==> src/rtl/pkt_gen_pkg.sv <==
// Shared constants, types and the PRBS9 step function for the self-test
// frame generator.
package pkt_gen_pkg;

    localparam int LANES = 96;
    localparam int DW    = 9;

    typedef enum logic [1:0] {
        PKT_MODE_FIXED  = 2'd0,
        PKT_MODE_RAMP   = 2'd1,
        PKT_MODE_PRBS   = 2'd2,
        PKT_MODE_LANEID = 2'd3
    } pkt_mode_e;

    localparam logic [DW-1:0] PRBS9_SEED  = 9'h1FF;
    localparam int            PRBS9_TAP_A = 8;
    localparam int            PRBS9_TAP_B = 4;

    localparam logic [1:0] ST_IDLE = 2'd0;
    localparam logic [1:0] ST_RUN  = 2'd1;
    localparam logic [1:0] ST_DONE = 2'd2;

    // Burst configuration latched at start so mid-burst register writes are inert.
    typedef struct packed {
        pkt_mode_e     mode;
        logic [DW-1:0] fixed_val;
        logic [DW-1:0] step_val;
        logic [15:0]   len_val;
    } pkt_cfg_t;

    function automatic logic [DW-1:0] prbs9_adv(input logic [DW-1:0] s);
        return {s[DW-2:0], s[PRBS9_TAP_A] ^ s[PRBS9_TAP_B]};
    endfunction

endpackage

==> src/rtl/pkt_gen_data_if.sv <==
// Frame output bus of the pattern generator towards the ADC/test-data selector.
interface pkt_gen_data_if;
    import pkt_gen_pkg::*;

    logic [LANES*DW-1:0] pkt_gen_data;
    logic                pkt_gen_valid;
    logic                pkt_gen_busy;
    logic                pkt_gen_done;
    logic [15:0]         pkt_gen_frame_cnt;

    modport master (
        output pkt_gen_data, pkt_gen_valid, pkt_gen_busy, pkt_gen_done, pkt_gen_frame_cnt
    );
    modport slave (
        input  pkt_gen_data, pkt_gen_valid, pkt_gen_busy, pkt_gen_done, pkt_gen_frame_cnt
    );
endinterface

==> src/rtl/pkt_gen_prbs9.sv <==
// Unrolls the PRBS9 LFSR across one frame: lane k gets the state after k
// advances from the seed, and next_seed is the state after LANES advances.
module pkt_gen_prbs9
    import pkt_gen_pkg::*;
(
    input  logic [DW-1:0]             seed,
    output logic [LANES-1:0][DW-1:0]  states,
    output logic [DW-1:0]             next_seed
);

    always_comb begin
        logic [DW-1:0] s;
        s = seed;
        for (int k = 0; k < LANES; k++) begin
            states[k] = s;
            s         = prbs9_adv(s);
        end
        next_seed = s;
    end

endmodule

==> src/rtl/pkt_gen_data.sv <==
// Self-test frame generator: one 96-lane frame per clock in fixed, ramp,
// PRBS9 or lane-ID pattern, for a finite or continuous burst.
module pkt_gen_data
    import pkt_gen_pkg::*;
(
    input  logic                 clk,
    input  logic                 rst_n,
    input  logic                 rf_self_mode,
    input  logic                 rf_pkt_start,
    input  logic [1:0]           rf_pkt_mode,
    input  logic [DW-1:0]        rf_pkt_fixed,
    input  logic [DW-1:0]        rf_pkt_step,
    input  logic [15:0]          rf_pkt_len,
    pkt_gen_data_if.master       out_if
);

    logic [1:0]                state_q, state_d;
    pkt_cfg_t                  cfg_q, cfg_d, cfg_in, cfg_g;
    logic [DW-1:0]             base_q, base_d, seed_q, seed_d;
    logic [DW-1:0]             g_base, g_seed, base_adv, seed_adv;
    logic [15:0]               cnt_q, cnt_d;
    logic [LANES*DW-1:0]       data_q, data_d;
    logic                      valid_q, valid_d, busy_q, busy_d, done_q, done_d;
    logic [LANES-1:0][DW-1:0]  frame, prbs_states;
    logic                      start_ok;

    assign start_ok = (state_q == ST_IDLE) && rf_self_mode && rf_pkt_start;
    assign cfg_in   = '{mode: pkt_mode_e'(rf_pkt_mode), fixed_val: rf_pkt_fixed,
                        step_val: rf_pkt_step, len_val: rf_pkt_len};

    // Frame 0 is registered on the start edge, so it is built from the live
    // inputs and reset seeds; later frames come from the shadow state.
    assign cfg_g    = start_ok ? cfg_in : cfg_q;
    assign g_base   = start_ok ? '0 : base_q;
    assign g_seed   = start_ok ? PRBS9_SEED : seed_q;
    assign base_adv = g_base + DW'(LANES) * cfg_g.step_val;

    pkt_gen_prbs9 u_prbs9 (
        .seed      (g_seed),
        .states    (prbs_states),
        .next_seed (seed_adv)
    );

    for (genvar k = 0; k < LANES; k++) begin : g_lane
        logic [DW-1:0] ramp;
        assign ramp     = g_base + DW'(k) * cfg_g.step_val;
        assign frame[k] = (cfg_g.mode == PKT_MODE_FIXED) ? cfg_g.fixed_val :
                          (cfg_g.mode == PKT_MODE_RAMP)  ? ramp :
                          (cfg_g.mode == PKT_MODE_PRBS)  ? prbs_states[k] :
                                                           DW'(k);
    end

    always_comb begin
        state_d = state_q;
        cfg_d   = cfg_q;
        base_d  = base_q;
        seed_d  = seed_q;
        cnt_d   = cnt_q;
        data_d  = '0;
        valid_d = 1'b0;
        busy_d  = 1'b0;
        done_d  = 1'b0;
        unique case (state_q)
            ST_IDLE: begin
                if (start_ok) begin
                    state_d = ST_RUN;
                    cfg_d   = cfg_in;
                    cnt_d   = '0;
                    base_d  = base_adv;
                    seed_d  = seed_adv;
                    data_d  = frame;
                    valid_d = 1'b1;
                    busy_d  = 1'b1;
                end
            end
            ST_RUN: begin
                // The frame on the bus this cycle is counted on this edge.
                cnt_d = (cnt_q == 16'hFFFF) ? cnt_q : cnt_q + 16'd1;
                if (!rf_self_mode) begin
                    state_d = ST_IDLE;
                end else if (cfg_q.len_val != 16'd0 && cnt_q == cfg_q.len_val - 16'd1) begin
                    state_d = ST_DONE;
                    done_d  = 1'b1;
                end else begin
                    base_d  = base_adv;
                    seed_d  = seed_adv;
                    data_d  = frame;
                    valid_d = 1'b1;
                    busy_d  = 1'b1;
                end
            end
            ST_DONE: state_d = ST_IDLE;
            default: state_d = ST_IDLE;
        endcase
    end

    always_ff @(posedge clk or negedge rst_n) begin
        if (!rst_n) begin
            state_q <= ST_IDLE;
            cfg_q   <= '0;
            base_q  <= '0;
            seed_q  <= PRBS9_SEED;
            cnt_q   <= '0;
            data_q  <= '0;
            valid_q <= 1'b0;
            busy_q  <= 1'b0;
            done_q  <= 1'b0;
        end else begin
            state_q <= state_d;
            cfg_q   <= cfg_d;
            base_q  <= base_d;
            seed_q  <= seed_d;
            cnt_q   <= cnt_d;
            data_q  <= data_d;
            valid_q <= valid_d;
            busy_q  <= busy_d;
            done_q  <= done_d;
        end
    end

    assign out_if.pkt_gen_data      = data_q;
    assign out_if.pkt_gen_valid     = valid_q;
    assign out_if.pkt_gen_busy      = busy_q;
    assign out_if.pkt_gen_done      = done_q;
    assign out_if.pkt_gen_frame_cnt = cnt_q;

endmodule

==> src/flat_wrapper.sv <==
// flat-port wrapper written by rule: the top's interface ports become plain ports
module pkt_gen_data_flat import pkt_gen_pkg::*;
  (clk, rst_n, rf_self_mode, rf_pkt_start, rf_pkt_mode, rf_pkt_fixed, rf_pkt_step, rf_pkt_len, out_if_pkt_gen_data, out_if_pkt_gen_valid, out_if_pkt_gen_busy, out_if_pkt_gen_done, out_if_pkt_gen_frame_cnt);
  pkt_gen_data_if out_if_i ();
  input  logic clk;
  input  logic rst_n;
  input  logic rf_self_mode;
  input  logic rf_pkt_start;
  input  logic [1:0] rf_pkt_mode;
  input  logic [DW-1:0] rf_pkt_fixed;
  input  logic [DW-1:0] rf_pkt_step;
  input  logic [15:0] rf_pkt_len;
  output wire logic [$bits(out_if_i.pkt_gen_data)-1:0] out_if_pkt_gen_data;
  output wire logic [$bits(out_if_i.pkt_gen_valid)-1:0] out_if_pkt_gen_valid;
  output wire logic [$bits(out_if_i.pkt_gen_busy)-1:0] out_if_pkt_gen_busy;
  output wire logic [$bits(out_if_i.pkt_gen_done)-1:0] out_if_pkt_gen_done;
  output wire logic [$bits(out_if_i.pkt_gen_frame_cnt)-1:0] out_if_pkt_gen_frame_cnt;
  assign out_if_pkt_gen_data = out_if_i.pkt_gen_data;
  assign out_if_pkt_gen_valid = out_if_i.pkt_gen_valid;
  assign out_if_pkt_gen_busy = out_if_i.pkt_gen_busy;
  assign out_if_pkt_gen_done = out_if_i.pkt_gen_done;
  assign out_if_pkt_gen_frame_cnt = out_if_i.pkt_gen_frame_cnt;
  pkt_gen_data u_core (.clk(clk), .rst_n(rst_n), .rf_self_mode(rf_self_mode), .rf_pkt_start(rf_pkt_start), .rf_pkt_mode(rf_pkt_mode), .rf_pkt_fixed(rf_pkt_fixed), .rf_pkt_step(rf_pkt_step), .rf_pkt_len(rf_pkt_len), .out_if(out_if_i));
endmodule
==> config.mk <==
export PLATFORM = sky130hd
export DESIGN_NAME = pkt_gen_data_flat
export DESIGN_NICKNAME = d
export VERILOG_FILES = /design/src/rtl/pkt_gen_pkg.sv /design/src/rtl/pkt_gen_data_if.sv /design/src/rtl/pkt_gen_prbs9.sv /design/src/rtl/pkt_gen_data.sv /design/src/flat_wrapper.sv
export SDC_FILE = /design/constraint.sdc
export NUM_CORES = 2
export LEC_CHECK = 0
export BUFFER_PORTS_ARGS = -buffer_cell sky130_fd_sc_hd__buf_2
export CELL_PAD_IN_SITES_DETAIL_PLACEMENT = 1
export CELL_PAD_IN_SITES_GLOBAL_PLACEMENT = 2
export CORE_UTILIZATION = 34
export CTS_CLUSTER_DIAMETER = 50
export DETAILED_ROUTE_END_ITERATION = 10
export PLACE_DENSITY = 0.87
export SYNTH_ARGS = -nofsm -noshare
export SYNTH_HDL_FRONTEND = slang
export SYNTH_SLANG_ARGS = --single-unit
==> constraint.sdc <==
create_clock -name clk -period 7.3 [get_ports clk]
set_input_delay 0.365 -clock clk [delete_from_list [all_inputs] [get_ports clk]]
set_output_delay 0.365 -clock clk [all_outputs]
set_load 0.05 [all_outputs]
==> run summary <==
Outcome: finished, violations left
Failing checks: max-capacitance violations
FF+latch area: 23500 sq um
Sink Count: 938
GRT met2 Usage: 0.635
Critical R2R Capture: u_core.out_if.pkt_gen_data[449]
Die Y: 443 um
Post-synth ARST share: 1.00
Mapped Nets: 7818
Gp weighted congestion: 1.09
Clock Path Buffers: 3
PostCTS Resize Cnt: 0
GR peak layer: met2
Synth Instances: 6712
First-pass GRT wire length: 564000 um
DRC Markers: 0
Met1 layer usage reported by global route: 0.516
RSZ-0062 raised after global routing: false
Post-CTS Hold Fix Bufs: 29
CP Launch Type: flip-flop
Synthesized area per cell: 9.86 sq um
Arr. time, crit path: 7.63 ns
Starting Density: 0.343
Hold endpoint: u_core.state_q[1]
Clock Latency Late Sink: 0.84 ns
Layout Area Growth over Synthesis: 22.5%
Max incr delay on CP: 0.85 ns
Yosys warnings: 0
Maximum number of pins on one net before global-route repair: 144
Register-to-Register Path Depth: 19
CTS tree: done
Number of global-route vias before repair: 62100
Final setup viols: 0
Seq cells post-synth: 938
Setup Crit Path Kind: flip-flop to flip-flop
Global Route met3 Usage: 0.129
Fin Setup TNS: 0 ns
DIE AREA: 196000 sq um
Yosys cell types: 69
Skew final: 0.0537 ns
Hold Crit Start: rf_self_mode
Final Critical Period: 6.99 ns
CTS clk-pin slew, worst paths: 0.06 ns
Crit-path slowest cell: nor4bb_4
Worst setup EP type: flip-flop
Top_reg_cell synth: dfrtp_1
Commonest non-fill, non-tap cell in the layout: dfrtp_1
Final hold vios: 0
Fin util: 0.420
CP max FO: 10
Hpwl dp: 341000 um
Crit-path most repeated cell: ha_1
Cell Rows: 161
Fmax: 0.143 GHz
Global route total overflow: 0
Initial antenna violation count: 66
Sequential area share after synthesis: 0.355
Core footprint: 193000 sq um
Num ports: 923
Total track usage: 0.428
Post-synth EDFFs: 0
Synth Cell Area: 66200 sq um
CP required: 7.94 ns
Most frequent cells in the layout: dfrtp_1, buf_2, a21oi_1
DR vias/cell: 5.84
Final worst path period share: 0.957
CP delay by family, top: adder cells
Reg-to-Reg Start: u_core.state_q[1]
WP buf/inv: 5
Worst rel slew slack: 0.00899
Setup bufs post-CTS: 0
Area taken by multi-input logic gates: 38500 sq um
Cts bufs inserted: 131
Max-slew violation count: 0
Die width: 443 um
Hold path cells: 3
Fillers: 22000
H-Tree Level Count: 4
Vias: 61900
CP Cell Sequence: nor4bb_4, buf_4, nand2_1, and2_1, inv_1, ha_1, xor2_1, buf_4, ha_1, ha_1, inv_1, fa_1, inv_1, ha_1, a21o_1, a21oi_1, xnor2_1, o21ai_0, a21oi_1
Root Driver: clkbuf_16
Worst Hold Class: input port to flip-flop
Total of max-cap violations: 1
R2R setup slack: 0.31 ns
Final #Nets: 9023
Count of input and output buffers: 922
Share of post-route cells with drive strength above 1: 0.202
Routed Antenna Nets: 0
WL/cell: 40.6 um
Initial DRT Pass Iterations: 6
Post-Route WL: 430000 um
Initial DRC count: 7419
Worst-Margin Slew: 1.48 ns
## layer usage
metal | wire, um | up-vias
met5 | 222 | -
met4 | 41200 | 34
met3 | 44200 | 1179
met2 | 184000 | 4010
met1 | 160000 | 32200
li1 | - | 24500
## sequential cells by signal (all words and copies together) (netlist names)
register,flops
u_core.seed_q,9
u_core.out_if.pkt_gen_done,1
u_core.cfg_q,36
u_core.base_q,9
u_core.state_q,2
u_core.out_if.pkt_gen_frame_cnt,16
u_core.out_if.pkt_gen_data,864
u_core.out_if.pkt_gen_valid,1
## cell usage after synthesis, types with 9 or more instances
library cell / instances / area share
nor2_1: 355 / 0.020
a21oi_1: 906 / 0.069
and2_1: 28 / 0.0026
fa_1: 406 / 0.12
nand3_1: 19 / 0.0014
nor2b_1: 11 / 0.0010
o21ai_0: 431 / 0.033
inv_1: 846 / 0.048
a221oi_1: 27 / 0.0036
dfrtp_1: 929 / 0.35
o21ai_1: 9 / 0.00068
ha_1: 660 / 0.12
buf_4: 28 / 0.0032
o21bai_1: 83 / 0.0094
buf_2: 69 / 0.0052
a21o_1: 190 / 0.022
o21a_1: 10 / 0.0011
a211oi_1: 119 / 0.013
xor2_1: 214 / 0.028
nor3_1: 34 / 0.0026
a31oi_1: 10 / 0.00095
or2_2: 11 / 0.0010
clkbuf_1: 170 / 0.0096
buf_1: 14 / 0.00079
nand2b_1: 19 / 0.0018
dfstp_2: 9 / 0.0036
nand2_1: 347 / 0.020
xnor2_1: 670 / 0.089
## final cells by class
class	instances	share of cell area
antenna	44	0.00136
clock buffer	172	0.0452
clock inverter	66	0.0109
inverter	850	0.0393
multi-input combinational	4641	0.475
sequential	938	0.290
tap	2526	0.0390
timing repair buffer	1355	0.100
## worst reg2reg max path: stages, from the launching register on
cell	delay, ns
dfrtp_1	0.47
nor4bb_4	0.85
buf_4	0.31
nand2_1	0.11
and2_1	0.33
inv_1	0.15
ha_1	0.41
xor2_1	0.62
buf_4	0.50
ha_1	0.33
ha_1	0.29
inv_1	0.05
fa_1	0.53
inv_1	0.04
ha_1	0.32
a21o_1	0.18
a21oi_1	0.19
xnor2_1	0.11
o21ai_0	0.80
a21oi_1	0.21
## metrics by stage
step / cells / area [sq um] / worst slack [ns] / hold slack, ns
4_1_cts: 10500 / 81000 / 0.691 / 0.00102
3_3_place_gp: 10300 / 76100 / 0.743 / 0.442
5_1_grt: 10600 / 81000 / 0.466 / 0.0493
2_1_floorplan: 6712 / 66200 / 0.263 / 0.0694
6_report: 10600 / 81100 / 0.311 / 0.0328
3_5_place_dp: 10300 / 76100 / 0.704 / 0.451
## cell families after synthesis
logic type	synth area share
simple gates	0.0542
fa+ha+maj	0.248
flops	0.355
xor+xnor	0.118
compound gates	0.157
buf+inv	0.0674
mux	0.00157
## worst max-delay path by stage
stage | startpoint | to | slack, ns | depth (start not counted)
final | u_core.state_q[1] | u_core.out_if.pkt_gen_data[449] | 0.31 | 19
after global routing | u_core.state_q[1] | u_core.out_if.pkt_gen_data[449] | 0.47 | 19
after CTS | u_core.state_q[1] | u_core.out_if.pkt_gen_data[449] | 0.69 | 19
after detailed placement | rf_self_mode | u_core.out_if.pkt_gen_data[449] | 0.70 | 20
after global placement | rf_self_mode | u_core.out_if.pkt_gen_data[449] | 0.74 | 20
after floorplan | u_core.state_q[1] | u_core.out_if.pkt_gen_data[539] | 0.26 | 25
Power is not shown: default switching activity piles up to over one toggle a cycle in this logic, so the estimate is an artifact.
